`src/rtl/riscv_pkg.sv`:
```
// Shared RISC-V definitions: load/store size codes (funct3), LSU state type and
// the byte-lane helpers used by the load-store unit.
package riscv_pkg;

  localparam logic [2:0] LDST_B  = 3'd0;
  localparam logic [2:0] LDST_H  = 3'd1;
  localparam logic [2:0] LDST_W  = 3'd2;
  localparam logic [2:0] LDST_BU = 3'd4;
  localparam logic [2:0] LDST_HU = 3'd5;

  typedef enum logic {
    IDLE = 1'b0,
    WAIT = 1'b1
  } lsu_state_t;

  // Sizes outside B/H/BU/HU behave as a full word.
  function automatic logic lsu_misaligned(input logic [2:0] size, input logic [1:0] off);
    case (size)
      LDST_B, LDST_BU: return 1'b0;
      LDST_H, LDST_HU: return off[0];
      default:         return off != 2'b00;
    endcase
  endfunction

  function automatic logic [3:0] lsu_be(input logic [2:0] size, input logic [1:0] off);
    case (size)
      LDST_B, LDST_BU: return 4'b0001 << off;
      LDST_H, LDST_HU: return 4'b0011 << off;
      default:         return 4'b1111;
    endcase
  endfunction

  function automatic logic [31:0] lsu_wd(input logic [2:0] size, input logic [31:0] wd);
    case (size)
      LDST_B, LDST_BU: return {4{wd[7:0]}};
      LDST_H, LDST_HU: return {2{wd[15:0]}};
      default:         return wd;
    endcase
  endfunction

endpackage

```
`src/rtl/lsu_load_ext.sv`:
```
// Load data lane select and sign/zero extension of a 32-bit memory word.
// Kept separate so the MMIO read path can share it.
module lsu_load_ext
  import riscv_pkg::*;
(
  input  logic [2:0]  size_i,
  input  logic [1:0]  off_i,
  input  logic [31:0] rd_i,
  output logic [31:0] data_o
);

  logic [15:0] half;
  logic [7:0]  byte_lane;

  assign half      = off_i[1] ? rd_i[31:16] : rd_i[15:0];
  assign byte_lane = off_i[0] ? half[15:8] : half[7:0];

  always_comb begin
    case (size_i)
      LDST_B:  data_o = {{24{byte_lane[7]}}, byte_lane};
      LDST_BU: data_o = {24'h0, byte_lane};
      LDST_H:  data_o = {{16{half[15]}}, half};
      LDST_HU: data_o = {16'h0, half};
      default: data_o = rd_i;
    endcase
  end

endmodule

```
`src/rtl/riscv_lsu.sv`:
```
// Load-store unit between the core data port and data memory: stalls the core
// while an access is outstanding, builds byte enables, replicates store data
// and extends load data.
module riscv_lsu
  import riscv_pkg::*;
#(
  parameter int ADDR_W = 32,
  parameter int DATA_W = 32
) (
  input  logic              clk_i,
  input  logic              rst_i,
  input  logic              core_req_i,
  input  logic              core_we_i,
  input  logic [2:0]        core_size_i,
  input  logic [ADDR_W-1:0] core_addr_i,
  input  logic [DATA_W-1:0] core_wd_i,
  output logic [DATA_W-1:0] core_rd_o,
  output logic              core_stall_o,
  output logic              core_misalign_o,
  output logic              mem_req_o,
  output logic              mem_we_o,
  output logic [3:0]        mem_be_o,
  output logic [ADDR_W-1:0] mem_addr_o,
  output logic [DATA_W-1:0] mem_wd_o,
  input  logic [DATA_W-1:0] mem_rd_i,
  input  logic              mem_ready_i
);

  lsu_state_t        state_q, state_d;
  logic              misaligned;
  logic              load_done;
  logic [DATA_W-1:0] ext_rd;

  assign misaligned = lsu_misaligned(core_size_i, core_addr_i[1:0]);

  always_ff @(posedge clk_i) begin
    if (rst_i) begin
      state_q <= IDLE;
    end else begin
      state_q <= state_d;
    end
  end

  always_comb begin
    state_d = state_q;
    case (state_q)
      IDLE:    if (core_req_i && !misaligned) state_d = WAIT;
      WAIT:    if (!core_req_i || mem_ready_i) state_d = IDLE;
      default: state_d = IDLE;
    endcase
  end

  // Outputs are forced low while reset is asserted so an access in flight is
  // dropped in the same cycle reset is seen.
  always_comb begin
    mem_req_o       = 1'b0;
    core_stall_o    = 1'b0;
    core_misalign_o = 1'b0;
    load_done       = 1'b0;
    if (!rst_i && core_req_i) begin
      case (state_q)
        IDLE: begin
          if (misaligned) begin
            core_misalign_o = 1'b1;
          end else begin
            mem_req_o    = 1'b1;
            core_stall_o = 1'b1;
          end
        end
        WAIT: begin
          mem_req_o    = 1'b1;
          core_stall_o = ~mem_ready_i;
          load_done    = mem_ready_i & ~core_we_i;
        end
        default: ;
      endcase
    end
  end

  assign mem_we_o   = mem_req_o & core_we_i;
  assign mem_be_o   = mem_req_o ? lsu_be(core_size_i, core_addr_i[1:0]) : 4'b0000;
  assign mem_wd_o   = mem_req_o ? lsu_wd(core_size_i, core_wd_i) : '0;
  assign mem_addr_o = mem_req_o ? {core_addr_i[ADDR_W-1:2], 2'b00} : '0;
  assign core_rd_o  = load_done ? ext_rd : '0;

  lsu_load_ext u_load_ext (
    .size_i (core_size_i),
    .off_i  (core_addr_i[1:0]),
    .rd_i   (mem_rd_i),
    .data_o (ext_rd)
  );

endmodule

```
`config.mk`:
```
export PLATFORM = sky130hd
export DESIGN_NAME = riscv_lsu
export DESIGN_NICKNAME = d
export VERILOG_FILES = /design/src/rtl/riscv_pkg.sv /design/src/rtl/lsu_load_ext.sv /design/src/rtl/riscv_lsu.sv
export SDC_FILE = /design/constraint.sdc
export NUM_CORES = 1
export LEC_CHECK = 0
export BUFFER_PORTS_ARGS = -buffer_cell sky130_fd_sc_hd__buf_2
export CAP_MARGIN = 10
export CORE_AREA = 2 2 80 82
export CTS_BUF_LIST = sky130_fd_sc_hd__clkbuf_8 sky130_fd_sc_hd__clkbuf_16
export DETAILED_ROUTE_END_ITERATION = 8
export DIE_AREA = 0 0 82 84
export PLACE_DENSITY = 0.74
export RECOVER_POWER = 100
export SLEW_MARGIN = 15
export SYNTH_ARGS = -nofsm -noshare
export SYNTH_HDL_FRONTEND = slang
export SYNTH_HIERARCHICAL = 1
export SYNTH_SLANG_ARGS = --single-unit
```
`constraint.sdc`:
```
create_clock -name clk_i -period 5.65 [get_ports clk_i]
set_input_delay 1.13 -clock clk_i [delete_from_list [all_inputs] [get_ports clk_i]]
set_output_delay 1.13 -clock clk_i [all_outputs]
set_load 0.01 [all_outputs]
```
==> reports/metrics.cfg <==
[die]
die_area_um2 = 6890
pin_count = 208
num_rows = 29
core_area_um2 = 6100
start_util_pct = 29.4
die_x_um = 82
die_y_um = 84

[flow_run]
cap_violations = 0

[routing]
drcViolationCount = 0
vias = 2641
dr.pass1.iters = 4
drt-wirelength-per-cell_um = 13.3
dr.first_iter.drc_count = 79
routed_via_density = 4.78
ant_nets = 0
wl_um = 7350

[sta]
worst_slack_ns = 0.881
hold_viol = 0
tightest_slew_ns = 1.21
fmax_mhz = 210
fin_skew_ns = 0
setup_tns_ns = 0
drv_slew = 0
finalCritPeriodShare_pct = 84.4
grt_setup_unrepaired = false
relSlewSlack_pct = 19.2
fin_crit_ns = 4.77
finalSetupViolations = 0

[grt]
grt.total_usage_pct = 19.5
grt.overflow.total = 0
antenna_found_initial = 0
grt_pass1_wl_um = 11100
grt_max_degree = 48
grt_pass1_vias = 2348

[critical_path]
path_depth = 6
cp.buffers_inverters = 3
crit_start = core_size_i[0]
cp-end-kind = output pin
r2r_setup_slack_ns = 4.34
critPathSlowestCell = clkbuf_1
crit_path_max_incr_delay_ns = 0.87
worstSetupStartpointType = primary input
arrival_ns = 3.64
critPathKind = in2out
required_ns = 4.52
r2r_cells = 3
cpLargestDelayFamily = buffers and inverters
critPathMaxFanout = 47
timing.rr.end = state_q
reg2reg_from = state_q
setup.worst_path.end = mem_we_o
crit_path_cell_trace = clkbuf_1 > nor2_4 > o211ai_4 > inv_2 > and2_0 > buf_2

[min_path]
min_path_type = reg2reg

[finish]
largestRegisters = state_q (1)
fillers = 707
n_antenna_cell = 0
finalNetCount = 582
regMostFlops = state_q
area_growth_pct = 50.0
largest_reg_flops = 1
drive_above_1_share_pct = 32.6

[logic_synthesis]
yosys-top-cells-area = and2_1, a21oi_1, mux2i_1
synth.cell_area_um2 = 1790
synth-seq-cells = 1
synth_top_flop_cell = dfxtp_1
post-synth-top-count-cell = and2_1
yosysWarnings = 6
synthTopCellsByCount = and2_1, nand2_1, a21oi_1
netlist_instances = 295
async_flop_share_pct = 0
avgSynthCellArea_um2 = 6.07
synth-edff-count = 0
seq_area_frac_synth_pct = 1.12
yosys.cell_types.count = 34
yosys.area.top_type = and2_1
netlist.area_leader.share_pct = 25.1

[placement]
finalWeightedCongestion = 0.852
place_ws_ns = 1.40
numPortBuffers = 205
hpwl_um = 6050

[pwr]
p_leak_nw = 1.47
p_clk_share_pct = 0
swShare_pct = 53.4
switchingPower_w = 0.0000911
power_frac_comb_pct = 95.3
internal_power_w = 0.0000795
p_seq_share_pct = 4.7
power_density_nw_per_um2 = 63.5
peakVddDrop_uv = 33.9

[clocking]
clk_pin_slew_ns = 0
cts_resized = 0
cts_setup_buffers = 0
holdBufCountCts = 0
insertion_delay_ns = 0

[outcome]
status = finished clean

[power groups by stage]
stage / clock [W] / combinational (W) / sequential [W]
floorplan: 0 / 0.0000977 / 0.00000790
global placement: 0 / 0.000164 / 0.00000804
finish: 0 / 0.000162 / 0.00000810
CTS: 0 / 0.000167 / 0.00000808
global route: 0 / 0.000180 / 0.00000818
detailed placement: 0 / 0.000166 / 0.00000805
[how the worst min path moves through the flow]
| stage | startpoint | end | slack (ns) | cells after the start |
|---|---|---|---|---|
| 3_3_place_gp | state_q | state_q | 0.48 | 1 |
| 6_report | state_q | state_q | 0.49 | 1 |
| 2_1_floorplan | state_q | state_q | 0.45 | 1 |
| 3_5_place_dp | state_q | state_q | 0.50 | 1 |
| 5_1_grt | state_q | state_q | 0.55 | 1 |
| 4_1_cts | state_q | state_q | 0.49 | 1 |
[kinds of logic after synthesis]
logic type             count (synthesis)  share of synthesized area [%]
AND/OR/NAND/NOR                      143                           42.4
AO/OA/AOI/OAI                         76                           27.1
buffers and inverters                 47                           12.8
multiplexers                          27                           16.4
flip-flops                             1                           1.12
other                                  1                          0.209
[stage by stage]
stage	util, %	cells	power (W)	hold WS [ns]	area, µm²
floorplan	-	296	0.000106	0.449	1800
global placement	45.7	553	0.000172	0.483	2780
detailed placement	45.7	553	0.000175	0.497	2780
CTS	45.7	553	0.000175	0.490	2780
global route	44.1	553	0.000188	0.548	2690
finish	44.1	553	0.000171	0.494	2690
[per-layer routing]
metal  vias up  track usage, %  share of wire, %
met2       123            36.4                50
met3         2            1.19               7.6
met5         -               0                 0
met4         0           0.455              0.19
met1      1180            25.3                43
li1       1336               -                 -
[area by class of cell]
cell class                 count  area (µm²)  share of cell area, %
multi-input combinational    248        1540                   57.3
timing repair buffer         207         956                   35.6
inverter                      20        75.1                   2.79
tap                           77        96.3                   3.58
sequential                     1        20.0                  0.745
[layout by cell type, fill, tap and decap left out, types with 2 or more instances in the layout]
| cell type | instances |
|---|---|
| buf_2 | 137 |
| clkbuf_1 | 68 |
| nand2_1 | 41 |
| and2_1 | 41 |
| a21oi_1 | 34 |
| and2_0 | 31 |
| o21ai_0 | 19 |
| inv_1 | 18 |
| mux2i_1 | 17 |
| nor2_1 | 14 |
| mux2_2 | 9 |
| a22oi_1 | 8 |
| o211a_1 | 7 |
| nand2b_1 | 5 |
| nor2b_1 | 4 |
| conb_1 | 2 |
| buf_4 | 2 |
| a2bb2oi_1 | 2 |
No activity file was read; power rests on OpenSTA's default activity.
